File: config.mk
export PLATFORM = sky130hd
export DESIGN_NAME = axi_cmd_splitter_flat
export DESIGN_NICKNAME = d
export VERILOG_FILES = /design/src/rtl/axi_cmd_splitter_if.sv /design/src/rtl/axi_cmd_splitter.sv /design/src/flat_wrapper.sv
export SDC_FILE = /design/constraint.sdc
export NUM_CORES = 1
export LEC_CHECK = 0
export ABC_AREA = 1
export CORE_UTILIZATION = 24
export DETAILED_ROUTE_END_ITERATION = 10
export PLACE_DENSITY_LB_ADDON = 0.05
export SYNTH_ARGS = -nofsm -noshare
export SYNTH_HDL_FRONTEND = slang
export SYNTH_SLANG_ARGS = --single-unit
File: constraint.sdc
create_clock -name AXI_ACLK -period 4.7 [get_ports AXI_ACLK]
set_input_delay 0.47 -clock AXI_ACLK [delete_from_list [all_inputs] [get_ports AXI_ACLK]]
set_output_delay 0.47 -clock AXI_ACLK [all_outputs]
set_load 0.02 [all_outputs]
File: src/rtl/axi_cmd_splitter_if.sv
// Command input and AXI4 read-address channel of axi_cmd_splitter.
// master = splitter side, slave = command source plus AXI interconnect side.
interface axi_cmd_splitter_if #(
   parameter int AXI_ID_WD   = 2,
   parameter int AXI_ADDR_WD = 16
);
   logic                   cmd_valid;
   logic [AXI_ADDR_WD-1:0] cmd_addr;
   logic [AXI_ID_WD-1:0]   cmd_id;
   logic [1:0]             cmd_burst;
   logic [2:0]             cmd_size;
   logic [AXI_ADDR_WD-1:0] cmd_len;
   logic                   cmd_ready;
   logic                   cmd_abort;
   logic                   cmd_done;

   logic                   ARVALID;
   logic [AXI_ADDR_WD-1:0] ARADDR;
   logic [AXI_ID_WD-1:0]   ARID;
   logic [7:0]             ARLEN;
   logic [2:0]             ARSIZE;
   logic [1:0]             ARBURST;
   logic                   ARREADY;

   modport master (
      input  cmd_valid, cmd_addr, cmd_id, cmd_burst, cmd_size, cmd_len, ARREADY,
      output cmd_ready, cmd_abort, cmd_done,
             ARVALID, ARADDR, ARID, ARLEN, ARSIZE, ARBURST
   );

   modport slave (
      output cmd_valid, cmd_addr, cmd_id, cmd_burst, cmd_size, cmd_len, ARREADY,
      input  cmd_ready, cmd_abort, cmd_done,
             ARVALID, ARADDR, ARID, ARLEN, ARSIZE, ARBURST
   );
endinterface

File: src/rtl/axi_cmd_splitter.sv
// axi_cmd_splitter: issues one DMA read command as AXI4 AR bursts, split at
// MAX_BURST_LEN beats (16 for FIXED) and at every 4 KB boundary.
module axi_cmd_splitter #(
   parameter int AXI_ID_WD     = 2,
   parameter int AXI_DATA_WD   = 32,
   parameter int AXI_ADDR_WD   = 16,
   parameter int AXI_STRB_WD   = 4,
   parameter int MAX_BURST_LEN = 256
) (
   input logic                AXI_ACLK,
   input logic                AXI_ARESET,
   axi_cmd_splitter_if.master bus
);
   localparam int         BEAT_BYTES = (AXI_STRB_WD < AXI_DATA_WD / 8) ? AXI_STRB_WD
                                                                       : AXI_DATA_WD / 8;
   localparam logic [2:0] SIZE_MAX   = 3'($clog2(BEAT_BYTES));
   localparam logic [8:0] MAX_N      = 9'(MAX_BURST_LEN);
   localparam logic [8:0] FIXED_N    = 9'd16;
   localparam int         PADW       = AXI_ADDR_WD - 9;

   typedef enum logic [1:0] {
      S_IDLE  = 2'd0,
      S_CALC  = 2'd1,
      S_ISSUE = 2'd2,
      S_ABORT = 2'd3
   } state_t;

   state_t                 r_state;
   state_t                 w_next;
   logic                   r_cmd_ready;
   logic                   r_cmd_abort;
   logic                   r_arvalid;
   logic                   r_last;
   logic [AXI_ADDR_WD-1:0] r_addr;
   logic [AXI_ADDR_WD-1:0] r_rem;
   logic [AXI_ID_WD-1:0]   r_id;
   logic [1:0]             r_burst;
   logic [2:0]             r_size;
   logic [8:0]             r_n;
   logic [7:0]             r_arlen;

   logic                   w_accept;
   logic                   w_hs;
   logic                   w_bad;
   logic [AXI_ADDR_WD-1:0] w_aligned;
   logic [12:0]            w_bound;
   logic [8:0]             w_lim;
   logic [8:0]             w_n;
   logic [AXI_ADDR_WD-1:0] w_step;
   logic [AXI_ADDR_WD-1:0] w_next_addr;

   // Burst sizing: boundary term is measured from the size-aligned address.
   always_comb begin
      w_aligned = r_addr & ({AXI_ADDR_WD{1'b1}} << r_size);
      w_bound   = (13'h1000 - {1'b0, w_aligned[11:0]}) >> r_size;
      if (r_burst[0]) begin
         if (w_bound < {4'b0000, MAX_N}) begin
            w_lim = w_bound[8:0];
         end else begin
            w_lim = MAX_N;
         end
      end else begin
         w_lim = FIXED_N;
      end
      if (r_rem < {{PADW{1'b0}}, w_lim}) begin
         w_n = r_rem[8:0];
      end else begin
         w_n = w_lim;
      end
      w_step = {{PADW{1'b0}}, r_n} << r_size;
      if (r_burst[0]) begin
         w_next_addr = w_aligned + w_step;
      end else begin
         w_next_addr = r_addr;
      end
   end

   assign w_bad = (bus.cmd_len == {AXI_ADDR_WD{1'b0}}) || bus.cmd_burst[1] ||
                  (bus.cmd_size > SIZE_MAX);

   // Next-state logic.
   always_comb begin
      w_next   = r_state;
      w_accept = 1'b0;
      w_hs     = 1'b0;
      case (r_state)
         S_IDLE: begin
            if (bus.cmd_valid && r_cmd_ready) begin
               w_accept = 1'b1;
               if (w_bad) begin
                  w_next = S_ABORT;
               end else begin
                  w_next = S_CALC;
               end
            end else begin
               w_next = S_IDLE;
            end
         end
         S_CALC: begin
            w_next = S_ISSUE;
         end
         S_ISSUE: begin
            if (r_arvalid && bus.ARREADY) begin
               w_hs = 1'b1;
               if (r_last) begin
                  w_next = S_IDLE;
               end else begin
                  w_next = S_CALC;
               end
            end else begin
               w_next = S_ISSUE;
            end
         end
         S_ABORT: begin
            w_next = S_IDLE;
         end
         default: begin
            w_next = S_IDLE;
         end
      endcase
   end

   // State, registered handshake outputs and command datapath.
   always_ff @(posedge AXI_ACLK) begin
      if (AXI_ARESET) begin
         r_state     <= S_IDLE;
         r_cmd_ready <= 1'b0;
         r_cmd_abort <= 1'b0;
         r_arvalid   <= 1'b0;
         r_last      <= 1'b0;
         r_addr      <= {AXI_ADDR_WD{1'b0}};
         r_rem       <= {AXI_ADDR_WD{1'b0}};
         r_id        <= {AXI_ID_WD{1'b0}};
         r_burst     <= 2'b00;
         r_size      <= 3'd0;
         r_n         <= 9'd0;
         r_arlen     <= 8'd0;
      end else begin
         r_state     <= w_next;
         r_cmd_ready <= (w_next == S_IDLE);
         r_cmd_abort <= (w_next == S_ABORT);
         r_arvalid   <= (w_next == S_ISSUE);
         if (w_accept) begin
            r_addr  <= bus.cmd_addr;
            r_rem   <= bus.cmd_len;
            r_id    <= bus.cmd_id;
            r_burst <= bus.cmd_burst;
            r_size  <= bus.cmd_size;
         end
         if (r_state == S_CALC) begin
            r_n     <= w_n;
            r_arlen <= 8'(w_n - 9'd1);
            r_last  <= (r_rem == {{PADW{1'b0}}, w_n});
         end
         // Only a completed handshake moves the address, so the payload holds while stalled.
         if (w_hs) begin
            r_rem  <= r_rem - {{PADW{1'b0}}, r_n};
            r_addr <= w_next_addr;
         end
      end
   end

   assign bus.cmd_ready = r_cmd_ready;
   assign bus.cmd_abort = r_cmd_abort;
   assign bus.cmd_done  = r_arvalid & bus.ARREADY & r_last & ~AXI_ARESET;
   assign bus.ARVALID   = r_arvalid;
   assign bus.ARADDR    = r_addr;
   assign bus.ARID      = r_id;
   assign bus.ARLEN     = r_arlen;
   assign bus.ARSIZE    = r_size;
   assign bus.ARBURST   = r_burst;
endmodule

File: src/flat_wrapper.sv
// flat-port wrapper written by rule: the top's interface ports become plain ports
module axi_cmd_splitter_flat 
#(
   parameter int AXI_ID_WD     = 2,
   parameter int AXI_DATA_WD   = 32,
   parameter int AXI_ADDR_WD   = 16,
   parameter int AXI_STRB_WD   = 4,
   parameter int MAX_BURST_LEN = 256
)
  (AXI_ACLK, AXI_ARESET, bus_cmd_valid, bus_cmd_addr, bus_cmd_id, bus_cmd_burst, bus_cmd_size, bus_cmd_len, bus_ARREADY, bus_cmd_ready, bus_cmd_abort, bus_cmd_done, bus_ARVALID, bus_ARADDR, bus_ARID, bus_ARLEN, bus_ARSIZE, bus_ARBURST);
  axi_cmd_splitter_if #(.AXI_ID_WD(AXI_ID_WD), .AXI_ADDR_WD(AXI_ADDR_WD)) bus_i ();
  input logic AXI_ACLK;
  input logic AXI_ARESET;
  input wire logic [$bits(bus_i.cmd_valid)-1:0] bus_cmd_valid;
  input wire logic [$bits(bus_i.cmd_addr)-1:0] bus_cmd_addr;
  input wire logic [$bits(bus_i.cmd_id)-1:0] bus_cmd_id;
  input wire logic [$bits(bus_i.cmd_burst)-1:0] bus_cmd_burst;
  input wire logic [$bits(bus_i.cmd_size)-1:0] bus_cmd_size;
  input wire logic [$bits(bus_i.cmd_len)-1:0] bus_cmd_len;
  input wire logic [$bits(bus_i.ARREADY)-1:0] bus_ARREADY;
  output wire logic [$bits(bus_i.cmd_ready)-1:0] bus_cmd_ready;
  output wire logic [$bits(bus_i.cmd_abort)-1:0] bus_cmd_abort;
  output wire logic [$bits(bus_i.cmd_done)-1:0] bus_cmd_done;
  output wire logic [$bits(bus_i.ARVALID)-1:0] bus_ARVALID;
  output wire logic [$bits(bus_i.ARADDR)-1:0] bus_ARADDR;
  output wire logic [$bits(bus_i.ARID)-1:0] bus_ARID;
  output wire logic [$bits(bus_i.ARLEN)-1:0] bus_ARLEN;
  output wire logic [$bits(bus_i.ARSIZE)-1:0] bus_ARSIZE;
  output wire logic [$bits(bus_i.ARBURST)-1:0] bus_ARBURST;
  assign bus_i.cmd_valid = bus_cmd_valid;
  assign bus_i.cmd_addr = bus_cmd_addr;
  assign bus_i.cmd_id = bus_cmd_id;
  assign bus_i.cmd_burst = bus_cmd_burst;
  assign bus_i.cmd_size = bus_cmd_size;
  assign bus_i.cmd_len = bus_cmd_len;
  assign bus_i.ARREADY = bus_ARREADY;
  assign bus_cmd_ready = bus_i.cmd_ready;
  assign bus_cmd_abort = bus_i.cmd_abort;
  assign bus_cmd_done = bus_i.cmd_done;
  assign bus_ARVALID = bus_i.ARVALID;
  assign bus_ARADDR = bus_i.ARADDR;
  assign bus_ARID = bus_i.ARID;
  assign bus_ARLEN = bus_i.ARLEN;
  assign bus_ARSIZE = bus_i.ARSIZE;
  assign bus_ARBURST = bus_i.ARBURST;
  axi_cmd_splitter #(.AXI_ID_WD(AXI_ID_WD), .AXI_DATA_WD(AXI_DATA_WD), .AXI_ADDR_WD(AXI_ADDR_WD), .AXI_STRB_WD(AXI_STRB_WD), .MAX_BURST_LEN(MAX_BURST_LEN)) u_core (.AXI_ACLK(AXI_ACLK), .AXI_ARESET(AXI_ARESET), .bus(bus_i));
endmodule
==> results of run 1 <==
## repair_timing
item | 4_1_cts | 5_1_grt
endpoints found under the setup margin | 0 | 10
hold buffers | 0 | 0
gates resized for setup | 0 | 15
## logic make-up (layout without fill, tap and decap cells)
family / count (synthesis) / in the layout / share of synthesized area, %
XOR/XNOR: 21 / 21 / 3.49
flip-flops: 62 / 62 / 23.6
AO/OA/AOI/OAI: 189 / 189 / 20.0
adder cells (fa/ha/maj): 36 / 36 / 8.84
buffers and inverters: 140 / 220 / 10.4
multiplexers: 6 / 6 / 1.14
AND/OR/NAND/NOR: 395 / 395 / 32.5
## flip-flops by register name (all words and copies together) (netlist names)
signal,flops
u_core.bus.ARLEN,8
u_core.bus.cmd_abort,1
u_core.bus.ARVALID,1
u_core.bus.cmd_ready,1
u_core.r_state,2
u_core.bus.ARADDR,16
u_core.bus.ARBURST,2
u_core.bus.ARSIZE,3
u_core.r_rem,16
u_core.r_n,9
u_core.r_last,1
u_core.bus.ARID,2
## per-layer routing
metal / vias to the layer above / wire (um)
met5: - / 13
met4: 2 / 202
met3: 15 / 564
met2: 79 / 8660
met1: 2546 / 9620
li1: 2946 / -
## worst paths after layout
check / start / to / slack, ps
worst max-delay path: u_core.bus.ARSIZE[2] / u_core.bus.ARLEN[6] / 480
worst min-delay path: u_core.r_rem[11] / u_core.r_rem[11] / 490
worst max register to register: u_core.bus.ARSIZE[2] / u_core.bus.ARLEN[6] / 480
worst min register to register: u_core.r_rem[11] / u_core.r_rem[11] / 490
## power by group through the flow
stage | registers [mW] | clock network (mW) | logic [mW]
2_1_floorplan | 0.649 | 0 | 0.778
3_3_place_gp | 0.634 | 0 | 1.14
3_5_place_dp | 0.632 | 0 | 1.12
4_1_cts | 0.621 | 0.709 | 1.13
5_1_grt | 0.629 | 0.730 | 1.29
6_report | 0.622 | 0.689 | 1.13
## worst max-delay path, delay by kind of cell, from the launching register on
family / cells / cell delay (ps)
buffers and inverters: 6 / 550
flip-flops: 1 / 370
AO/OA/AOI/OAI: 1 / 180
adder cells (fa/ha/maj): 2 / 530
AND/OR/NAND/NOR: 25 / 2470
## cell type report
class                           instances  area (um2)
Clock inverter                          6        63.8
Sequential cell                        62        1240
Inverter                              108         405
Timing Repair Buffer                   97         928
Tap cell                              275         344
Fill cell                            2421       14600
Clock buffer                            9         225
Multi-Input combinational cell        647        3520
## cells in the final DEF, fill, tap and decap left out, types with 5 or more instances in the layout
master           netlist  routed
clkbuf_16              0       9
buf_4                  2      19
dfxtp_1               62      61
mux2i_1                6       6
nand2_1              181     180
inv_1                106     106
clkdlybuf4s50_1        0      77
xor2_1                15      15
nand3_2                5       6
a21oi_1               62      62
nor2_1               112     108
nand3_1               61      60
o21ai_0               76      76
ha_1                  34      34
a31oi_1               11      11
o211ai_1              14      14
nand2_2               16      16
xnor2_1                6       6
o22ai_1                7       7
nor2_4                 1       5
## stage by stage
stage / setup slack [ps] / hold slack, ps
CTS: 111 / 486
global placement: 269 / 479
finish: 480 / 489
global route: 14.8 / 507
floorplan: 469 / 455
detailed placement: 149 / 476
==> metrics.cfg, run 1 <==
[critical_path]
path_common_cell = nand2_1
r2r_cells = 34
endpoint_kind = register
crit_slowest_cell = dfxtp_2
crit_type = register to register
cp_max_fo = 17
critPathLaunchType = register
arrival_ps = 4460
crit_required_ps = 4940
critPathMaxStageDelay_ps = 370

[yosys]
synthTopCellsByCount = nand2_1 (181), nor2_1 (112), inv_1 (106)
netlist_area_um2 = 5270
synthArstFlopShare_pct = 0
yosysTopAreaCell = dfxtp_1
synthDistinctLibCells = 44
synth_top_flop_cell = dfxtp_1
avgSynthCellArea_um2 = 6.20
ys_seq_area_share_pct = 23.6
yosysMostFrequentCell = nand2_1
synth_seq_cells = 62
synth_edf_count = 0
syn_inst = 849
synth_area_leaders = dfxtp_1 (24%), nand2_1 (13%), ha_1 (8.1%)
synth_top_area_share_pct = 23.6
synth_warnings = 0
synth_fp_nets = 928

[timing]
worst_pin_slew_ps = 778
drv_slew = 0
tns_ps = 0
rsz0062_at_grt = no
max_freq_mhz = 237
post-route-min-period_ps = 4220
finalSetupViolations = 0
finalHoldViolations = 0
finalClockSkew_ps = 7.79
period_share_pct = 89.8
slew-limit-headroom_pct = 48.1

[global_routing]
grt_max_degree = 37
grt_usage_pct = 17.7
grtUsageMet1_pct = 24.3
antenna_found_initial = 1
grt_busiest_layer = met2
overflow = 0
grt_util_met2_pct = 28.6
grt_pass1_vias = 5518
met3_usage_pct = 3.45
grt_pass1_wl_um = 30200

[finish]
drive_above_1_share_pct = 8.29
instances_no_fill = 1204
fin_nets = 1004
antenna_cells = 0
utilization_pct = 31.6
finish.instance_area_um2 = 6730
synthToLayoutAreaGrowth_pct = 27.8

[drt]
routedWlPerCell_um = 15.8
drc = 0
vias_per_cell = 4.64
route.antenna.remaining_nets = 0
wirelength_um = 19100
drtIter0Drc = 267
vias = 5588
first_pass_iters = 4

[cts]
clock_latency_ps = 340
post_cts_buffers = 0
cts_tree = done
htree_num_levels = 3
max-clock-path-buffers = 2
cts_inserted_buffers = 9
clockRootBuffer = clkbuf_16
cts_sinks = 62
clk_pin_slew_ps = 60

[power]
power_density_nw_per_um2 = 363
switching_power_mw = 1.05
p_leak_nw = 3.11
ir_drop_uv = 157
clkPwrFrac_pct = 28.2
p_sw_share_pct = 43.1
p_int_mw = 1.39
combinationalPowerShare_pct = 46.3
power_mw = 2.44
p_seq_share_pct = 25.5

[placed_design]
port_buffers = 77
place_hpwl_um = 14900
dpl_cell_area_um2 = 6390
dpl.cell_count = 1189
routabilityCongestion = 0.840

[hold_path]
hold_class = register to register
hold_depth = 2

[floorplan]
die-width_um = 150
core-area_um2 = 21300
die-area_um2 = 22500
start_util_pct = 24.7
fp.dieH_um = 150
rows = 53
top_level_ports = 78

[outcome]
status = finished clean

[job]
maxCapViolCount = 0

(Power assumes the default switching activity.)
==> run 2: changes to the inputs <==
--- a/config.mk
+++ b/config.mk
@@ -6,6 +6,7 @@
 export NUM_CORES = 1
 export LEC_CHECK = 0
 export ABC_AREA = 1
+export CAP_MARGIN = 20
 export CORE_UTILIZATION = 24
 export DETAILED_ROUTE_END_ITERATION = 10
 export PLACE_DENSITY_LB_ADDON = 0.05
==> results of run 2 <==
Final layout, timing and power as in run 1 (identical DEF).
==> run 3: changes to the inputs <==
--- a/config.mk
+++ b/config.mk
@@ -9,6 +9,7 @@
 export CAP_MARGIN = 20
 export CORE_UTILIZATION = 24
 export DETAILED_ROUTE_END_ITERATION = 10
+export DONT_BUFFER_PORTS = 1
 export PLACE_DENSITY_LB_ADDON = 0.05
 export SYNTH_ARGS = -nofsm -noshare
 export SYNTH_HDL_FRONTEND = slang
==> run 3 against run 2 <==
- critical path depth stayed put
- non-clock buffer count is 70 lower
- clock skew hardly changed
- largest power group unchanged
==> metrics.cfg, run 3 (same netlist as run 1, synthesis figures left out) <==
[outcome]
status = finished clean

[power]
ir_drop_uv = 173  ; +9.8%
power_density_nw_per_um2 = 404  ; +11%
p_leak_nw = 2.87  ; -7.5%

[cts]
cts_hold_buffers = 0  ; unchanged
cts_inserted_buffers = 9  ; unchanged
htree_num_levels = 3  ; unchanged
max-clock-path-buffers = 2  ; unchanged
clock_latency_ps = 340  ; about the same
cts_sinks = 62  ; unchanged
cts_tree = done
clockRootBuffer = clkbuf_16
clk_pin_slew_ps = 60  ; about the same

[drt]
vias_per_cell = 4.84  ; +4.2%
vias = 5490  ; -1.8%
drc = 0  ; unchanged
route.antenna.remaining_nets = 0  ; unchanged
routedWlPerCell_um = 16.9  ; +6.6%
first_pass_iters = 4  ; unchanged
drtIter0Drc = 308  ; +15%
wirelength_um = 19200  ; +0.53%

[critical_path]
arrival_ps = 4430  ; -30 ps
crit_slowest_cell = dfxtp_1
path_common_cell = nand2_1
cp_max_fo = 17  ; unchanged
r2r_cells = 34  ; unchanged
endpoint_kind = register
crit_required_ps = 4940  ; about the same
critPathMaxStageDelay_ps = 400  ; +30 ps
crit_type = register to register
critPathLaunchType = register

[global_routing]
grt_max_degree = 37  ; unchanged
grt_usage_pct = 17.7  ; -0.064 points
antenna_found_initial = 0  ; -1
grt_pass1_wl_um = 29800  ; -1.4%
overflow = 0  ; unchanged
grt_pass1_vias = 5326  ; -3.5%

[placed_design]
place_hpwl_um = 15100  ; +0.96%
port_buffers = 0  ; -100%
dpl.cell_count = 1115  ; -6.2%
routabilityCongestion = 0.843  ; +0.29%

[floorplan]
fp.dieH_um = 150  ; unchanged
die-width_um = 150  ; unchanged
top_level_ports = 78  ; unchanged
die-area_um2 = 22500  ; unchanged
core-area_um2 = 21300  ; unchanged
rows = 53  ; unchanged
start_util_pct = 24.7  ; unchanged

[timing]
rsz0062_at_grt = no
post-route-min-period_ps = 4190  ; -31.0 ps
finalClockSkew_ps = 7.68  ; -0.112 ps
slew-limit-headroom_pct = 41.8  ; -6.3 points
tns_ps = 0  ; unchanged
max_freq_mhz = 239  ; +0.74%
worst_pin_slew_ps = 872  ; +93.7 ps
period_share_pct = 89.1  ; -0.66 points
finalSetupViolations = 0  ; unchanged
finalHoldViolations = 0  ; unchanged
drv_slew = 0  ; unchanged

[job]
maxCapViolCount = 0  ; unchanged

[finish]
synthToLayoutAreaGrowth_pct = 14.7
utilization_pct = 28.4  ; -3.3 points
fillers = 2399  ; -0.91%
instances_no_fill = 1135  ; -5.7%
antenna_cells = 0  ; unchanged
drive_above_1_share_pct = 9.42  ; +1.1 points
final_cell_mix = nand2_1 (181), nor2_1 (109), inv_1 (106)
final_common_cell = nand2_1
register_area_um2 = 1240  ; -0.10%
fin_nets = 934  ; -7.0%
multi_input_area_um2 = 3520  ; -0.14%

[hold_path]
hold_depth = 1  ; -1
hold_class = input port to register

## run 3: final cells by class
type	instances	area share [%]
inverter	108	6.71
clock inverter	5	1.35
clock buffer	11	4.02
timing repair buffer	27	3.42
sequential	62	20.5
tap	275	5.70
multi-input combinational	647	58.3
## run 3: timing repair
action,CTS,global route
resized for setup,0,11
setup endpoints to repair,0,16
buffers inserted,0,4
## run 3: final timing paths
kind | to | slack, ps | from
hold reg to reg | u_core.r_rem[14] | 480 | u_core.r_rem[14]
setup reg to reg | u_core.bus.ARLEN[6] | 510 | u_core.bus.ARSIZE[2]
hold / removal | u_core.r_n[0] | 190 | AXI_ARESET
setup / recovery | u_core.bus.ARLEN[6] | 510 | u_core.bus.ARSIZE[2]
## run 3: metrics by stage
stage          area [um2]  power [mW]  hold slack (ps)  setup slack [ps]
2_1_floorplan        5270        1.43              455               469
3_3_place_gp         5640        1.68              472               309
3_5_place_dp         5640        1.67              472               137
4_1_cts              5960        2.44              177               124
5_1_grt              6040        2.63              177              3.08
6_report             6040        2.44              193               511
## run 3: worst max-delay path: cells and delay by family (launching register included)
kind | cells | cell delay [ps]
adder cells (fa/ha/maj) | 2 | 540
AO/OA/AOI/OAI | 1 | 160
AND/OR/NAND/NOR | 26 | 2530
flip-flops | 1 | 400
buffers and inverters | 5 | 450
## run 3: power breakdown
part | switching, mW | internal [mW]
logic | 0.688 | 0.348
registers | 0.0768 | 0.573
clock network | 0.272 | 0.480
## run 3: per-layer routing
layer  vias to the layer above  track usage (%)  share of wire [%]  wire length [um]
met5                         -                0                  0                 0
met3                        22             3.24                3.8               728
met4                         0             5.66                1.7               334
li1                       2810                -                  -                 -
met1                      2554             23.3                 48              9260
met2                       104             28.9                 46              8840
==> edit 1, RTL diff (settings of run 2) <==
`AXI_DATA_WD` is set to 32 in 2 places; all go to 16.
--- a/src/rtl/axi_cmd_splitter.sv
+++ b/src/rtl/axi_cmd_splitter.sv
@@ -2,7 +2,7 @@
 // MAX_BURST_LEN beats (16 for FIXED) and at every 4 KB boundary.
 module axi_cmd_splitter #(
    parameter int AXI_ID_WD     = 2,
-   parameter int AXI_DATA_WD   = 32,
+   parameter int AXI_DATA_WD   = 16,
    parameter int AXI_ADDR_WD   = 16,
    parameter int AXI_STRB_WD   = 4,
    parameter int MAX_BURST_LEN = 256
--- a/src/flat_wrapper.sv
+++ b/src/flat_wrapper.sv
@@ -2,7 +2,7 @@
 module axi_cmd_splitter_flat 
 #(
    parameter int AXI_ID_WD     = 2,
-   parameter int AXI_DATA_WD   = 32,
+   parameter int AXI_DATA_WD   = 16,
    parameter int AXI_ADDR_WD   = 16,
    parameter int AXI_STRB_WD   = 4,
    parameter int MAX_BURST_LEN = 256
Function: changed (a bounded check fails within 4 cycles, from zero or initial values and one cycle with AXI_ARESET high).
==> edit 1 against run 2 <==
Clock skew rose by 0.0023 ns. Count of clock-buffer cells in the layout rose by 2. Global-route usage grew 0.12 points. Area after synthesis up 0.64%. Power down 2.5%. Worst hold slack improved by 0.00096 ns. Design area up 1.4%. Wire length is 1.5% higher. Sequential cell count unchanged. Setup slack hardly changed. Critical path depth unchanged. Utilization decreased by 0.26 points. Critical path type unchanged. Critical endpoint is now u_core.bus.ARLEN[4].
==> edit 1: results (changes against run 2) <==
INFO  metric maxSlewHeadroom = 48.6% (+0.55 points)
INFO  metric grt.met1_usage = 25.8% (+1.6 points)
INFO  metric detail_route.wirelength.met1 = 10,100 µm (+4.8%)
INFO  metric synthesized_area_fraction_occupied_by_xor_and_xnor_cells = 3.80% (+0.31 points)
INFO  metric grt_first_pass_wirelength = 30,600 µm (+1.3%)
INFO  metric swShare = 43.1% (about the same)
INFO  metric vdd_ir_drop_max = 0.163 mV (+3.6%)
INFO  metric yosys.area_share.adder = 8.78% (-0.056 points)
INFO  metric synth_nets = 931 (+0.32%)
INFO  metric yosysWarnings = 0 (unchanged)
INFO  metric wl_met2 = 8290 µm (-4.2%)
INFO  metric final_layout_size_suffix_gt1_share = 9.22% (+0.93 points)
INFO  metric routed.top_layer = met4
INFO  metric clkSlewWorstSetupHoldPaths = 0.05 ns
INFO  metric routed_wirelength = 19,300 µm (+1.5%)
INFO  metric global_route.usage.total = 17.8% (+0.12 points)
INFO  metric antenna_found_initial = 0 (-1)
INFO  metric detailroute.wirelength.met3 = 747 µm (+32%)
INFO  metric hold_path_depth = 2 (unchanged)
INFO  metric post_synth_mux_area_share = 1.13% (-0.0073 points)
INFO  metric grt_pass1_vias = 5,503 (-0.27%)
INFO  metric synth_top_cells_by_area = dfxtp_1 23%, nand2_1 13%, nor2_1 8.1%
INFO  metric crit_path_from = u_core.bus.ARSIZE[1]
INFO  metric detail_route.iter0.violations = 334 (+25%)
INFO  metric timing.critical_path.arrival = 4.44 ns (-0.02 ns)
INFO  metric postLayoutSetupSlackWorst = 0.480 ns (+0.000322 ns)
INFO  metric grt_met3_usage = 2.67% (-0.79 points)
INFO  metric critical_path.reg2reg.startpoint = u_core.bus.ARSIZE[1]
INFO  metric crit_path_max_fanout = 18 (+1)
INFO  metric holdCritStartpoint = u_core.bus.ARADDR[13]
INFO  metric leakage = 0.00308 µW (-0.89%)
INFO  metric synth_cell_type_count = 45 (+2.3%)
INFO  metric compound_cell_area_share_of_the_yosys_netlist = 19.5% (-0.55 points)
INFO  metric status = finished, final reports clean
INFO  metric route.vias.total = 5,662 (+1.3%)
INFO  metric nets = 1,018 (+1.4%)
INFO  metric global_route.usage.met2 = 27.5% (-1.1 points)
INFO  metric clock-skew-final = 0.0101 ns (+0.00228 ns)
INFO  metric synth.cells.most_frequent = 185 x nand2_1, 114 x nor2_1, 100 x inv_1
INFO  metric synth_seq_area_share = 23.4% (-0.15 points)
INFO  metric critPathCapture = u_core.bus.ARLEN[4]
INFO  metric placed_cells = 1,205 (+1.3%)
INFO  metric routedWlPerCell = 15.8 µm (-0.15%)
INFO  metric place_worst_setup_slack = 0.182 ns (+0.0334 ns)
INFO  metric post_dp_cell_area = 6490 µm² (+1.5%)
INFO  metric slowest_delay = 0.38 ns
INFO  metric detailed_placement_hpwl = 15,200 µm (+1.8%)
INFO  metric postSynthAreaPerCell = 6.22 µm² (+0.29%)
INFO  metric globalplace.congestion = 0.835 (-0.67%)
## edit 1: cell types whose count changed after synthesis, sizes merged, moves of 2 or more
cell / change
inv: -3
buf: -2
a21oi: +5
xor2: +3
o211ai: -7
o21ai: +6
or2: +2
nand3b: +3
nor4: +2
o22ai: -2
nand2: -3
nor2: +5
a31oi: -2
## edit 1: final cells by class
| type | count | area, µm² |
|---|---|---|
| Clock buffer | 11 | 243 |
| Multi-Input combinational cell | 654 | 3570 |
| Clock inverter | 5 | 33.8 |
| Fill cell | 2456 | 14900 |
| Timing Repair Buffer | 106 | 988 |
| Tap cell | 280 | 350 |
| Inverter | 106 | 398 |
| Sequential cell | 62 | 1250 |
## edit 1: power by group through the flow
stage               combinational (µW)  clock, µW  sequential [µW]
finish                            1130        643              613
floorplan                          747          0              638
CTS                               1100        670              613
detailed placement                1100          0              624
global placement                  1110          0              625
global route                      1270        694              619
## edit 1: cells by family after synthesis
kind of cell	Yosys count
AOI/OAI and AO/OA	188
xor gates and xnor gates	23
adders and majority gates	36
buffers and inverters	136
DFF	62
muxes	6
and+or+nand+nor	401
## edit 1: worst register-to-register path, delay by kind of cell, from the launching register on
family	cells	cell delay [ns]
AND/OR/NAND/NOR	22	2.18
buffers and inverters	7	0.63
adder cells (fa/ha/maj)	2	0.51
AO/OA/AOI/OAI	3	0.44
flip-flops	1	0.38
## edit 1: how the worst min path moves through the flow
stage / to / slack (ns)
after floorplan: u_core.r_rem[11] / 0.46
after global placement: u_core.bus.ARBURST[1] / 0.47
after detailed placement: u_core.bus.ARID[0] / 0.48
after CTS: u_core.r_rem[14] / 0.49
after global routing: u_core.bus.ARID[0] / 0.51
final: u_core.bus.ARADDR[13] / 0.49
## edit 1: what timing repair did
action                     CTS  global route
buffers inserted             0             3
setup endpoints to repair    0             9
resized for setup            0            11
==> edit 2, RTL diff (settings of run 2) <==
Without the edit above. Re-encode `state_t` (4 states) as one-hot, 4 bits wide.
--- a/src/rtl/axi_cmd_splitter.sv
+++ b/src/rtl/axi_cmd_splitter.sv
@@ -18,11 +18,11 @@
    localparam logic [8:0] FIXED_N    = 9'd16;
    localparam int         PADW       = AXI_ADDR_WD - 9;
 
-   typedef enum logic [1:0] {
-      S_IDLE  = 2'd0,
-      S_CALC  = 2'd1,
-      S_ISSUE = 2'd2,
-      S_ABORT = 2'd3
+   typedef enum logic [3:0] {
+      S_IDLE  = 4'b0001,
+      S_CALC  = 4'b0010,
+      S_ISSUE = 4'b0100,
+      S_ABORT = 4'b1000
    } state_t;
 
    state_t                 r_state;
Behaviour: same outputs for any inputs over 4 cycles, from zero or initial values and one cycle with AXI_ARESET high; so few cycles prove little.
==> edit 2 against run 2 <==
Area after synthesis grew 3.7%. Sequential share of layout area about the same. Maximum frequency is 1.0% higher. Clock skew is 0.0033 ns higher. Power decreased by 17%. Combinational power is 35% lower. Sequential power shrank 3.7%. Sequential cell count up 2. Setup slack improved by 0.043 ns. Wire length grew 4.4%. Design area increased by 3.1%. Highest routed layer is now met4.
==> edit 2: results (changes against run 2) <==
INFO  metric inverters = 114 (+5.6%)
INFO  metric clock_sink_count = 64 (+3.2%)
INFO  metric post_dp_cell_area = 6570 µm² (+2.8%)
INFO  metric final.clkbuf_count = 13 (+4)
INFO  metric crit_cells = 29 (-15%)
INFO  metric crit_path_max_fanout = 28 (+11)
INFO  metric multi_input_area_share = 52.2% (-0.13 points)
INFO  metric routed_via_density = 4.66 (+0.38%)
INFO  metric slowest_stage = dfxtp_1
INFO  metric vdd_ir_drop_max = 0.185 mV (+18%)
INFO  metric timing.critical_path.arrival = 4.35 ns (-0.11 ns)
INFO  metric layout.core_utilization = 31.4% (-0.20 points)
INFO  metric sequential_cell_area = 1280 µm² (+3.2%)
INFO  metric detailed_placement_hpwl = 15,500 µm (+4.1%)
INFO  metric filler_cell_count = 2,458 (+1.5%)
INFO  metric reg2regPathDepth = 29 (-15%)
INFO  metric layout.comb_gates.multi_input = 672 (+3.9%)
INFO  metric synth.cells.most_frequent = 199 x nand2_1, 111 x nor2_1, 108 x inv_1
INFO  metric synth_top_cells_by_area = dfxtp_1 23%, nand2_1 14%, nor2_1 7.6%
INFO  metric synth_seq_area_share = 23.4% (-0.11 points)
INFO  metric leakage = 0.00309 µW (-0.62%)
INFO  metric routed_wirelength = 19,900 µm (+4.4%)
INFO  metric slowest_delay = 0.40 ns (+0.03 ns)
INFO  metric nets = 1,039 (+3.5%)
INFO  metric critPathCapture = u_core.r_last
INFO  metric yosys.area_share.adder = 8.29% (-0.55 points)
INFO  metric compound_cell_area_share_of_the_yosys_netlist = 18.4% (-1.6 points)
INFO  metric critical_path.reg2reg.startpoint = u_core.bus.ARSIZE[1]
INFO  metric globalplace.congestion = 0.855 (+1.7%)
INFO  metric buffer_share_of_cell_area = 13.8% (about the same)
INFO  metric detail_route.iter0.violations = 303 (+13%)
INFO  metric synth_nets = 965 (+4.0%)
INFO  metric timing.rr.end = u_core.r_last
INFO  metric status = finished, final reports clean
INFO  metric worst_setup_path_end_kind = flop
INFO  metric r2r_slack = 0.52 ns (+0.04 ns)
INFO  metric layout.clock.cell_area_share = 4.32% (+0.031 points)
INFO  metric tightest_slew = 1.05 ns (+0.267 ns)
INFO  metric n_all_buffers = 100 (+3.1%)
INFO  metric place_worst_setup_slack = 0.276 ns (+0.127 ns)
INFO  metric mappedNetlistArea = 5460 µm² (+3.7%)
INFO  metric antenna_found_initial = 0 (-1)
INFO  metric routedWlPerCell = 16.0 µm (+0.85%)
INFO  metric grt_pass1_vias = 5,600 (+1.5%)
[edit 2: cell types whose count changed after synthesis, moves of 8 or more]
cell,change
nand3_1,+14
a31oi_1,+9
nand2_1,+18
o21ai_0,-10
o211ai_1,-8
[edit 2: worst min-delay path by stage]
stage	from	to	depth (start not counted)	slack, ns
5_1_grt	u_core.r_rem[15]	u_core.r_rem[15]	2	0.51
4_1_cts	u_core.r_last	u_core.r_last	2	0.49
3_3_place_gp	u_core.r_last	u_core.r_last	2	0.48
2_1_floorplan	u_core.r_last	u_core.r_last	2	0.46
6_report	u_core.r_rem[15]	u_core.r_rem[15]	2	0.49
3_5_place_dp	u_core.r_last	u_core.r_last	2	0.48
[edit 2: per-layer routing]
layer / track usage, % / up-vias / wire (µm)
met5: 0 / - / 0
met4: 3.61 / 0 / 160
met3: 2.61 / 10 / 542
met2: 26.6 / 85 / 8470
met1: 25.7 / 2644 / 10700
li1: - / 3066 / -
[edit 2: where the power goes]
part	internal [µW]	switching, µW
logic	274	456
clock network	439	266
registers	567	31.2
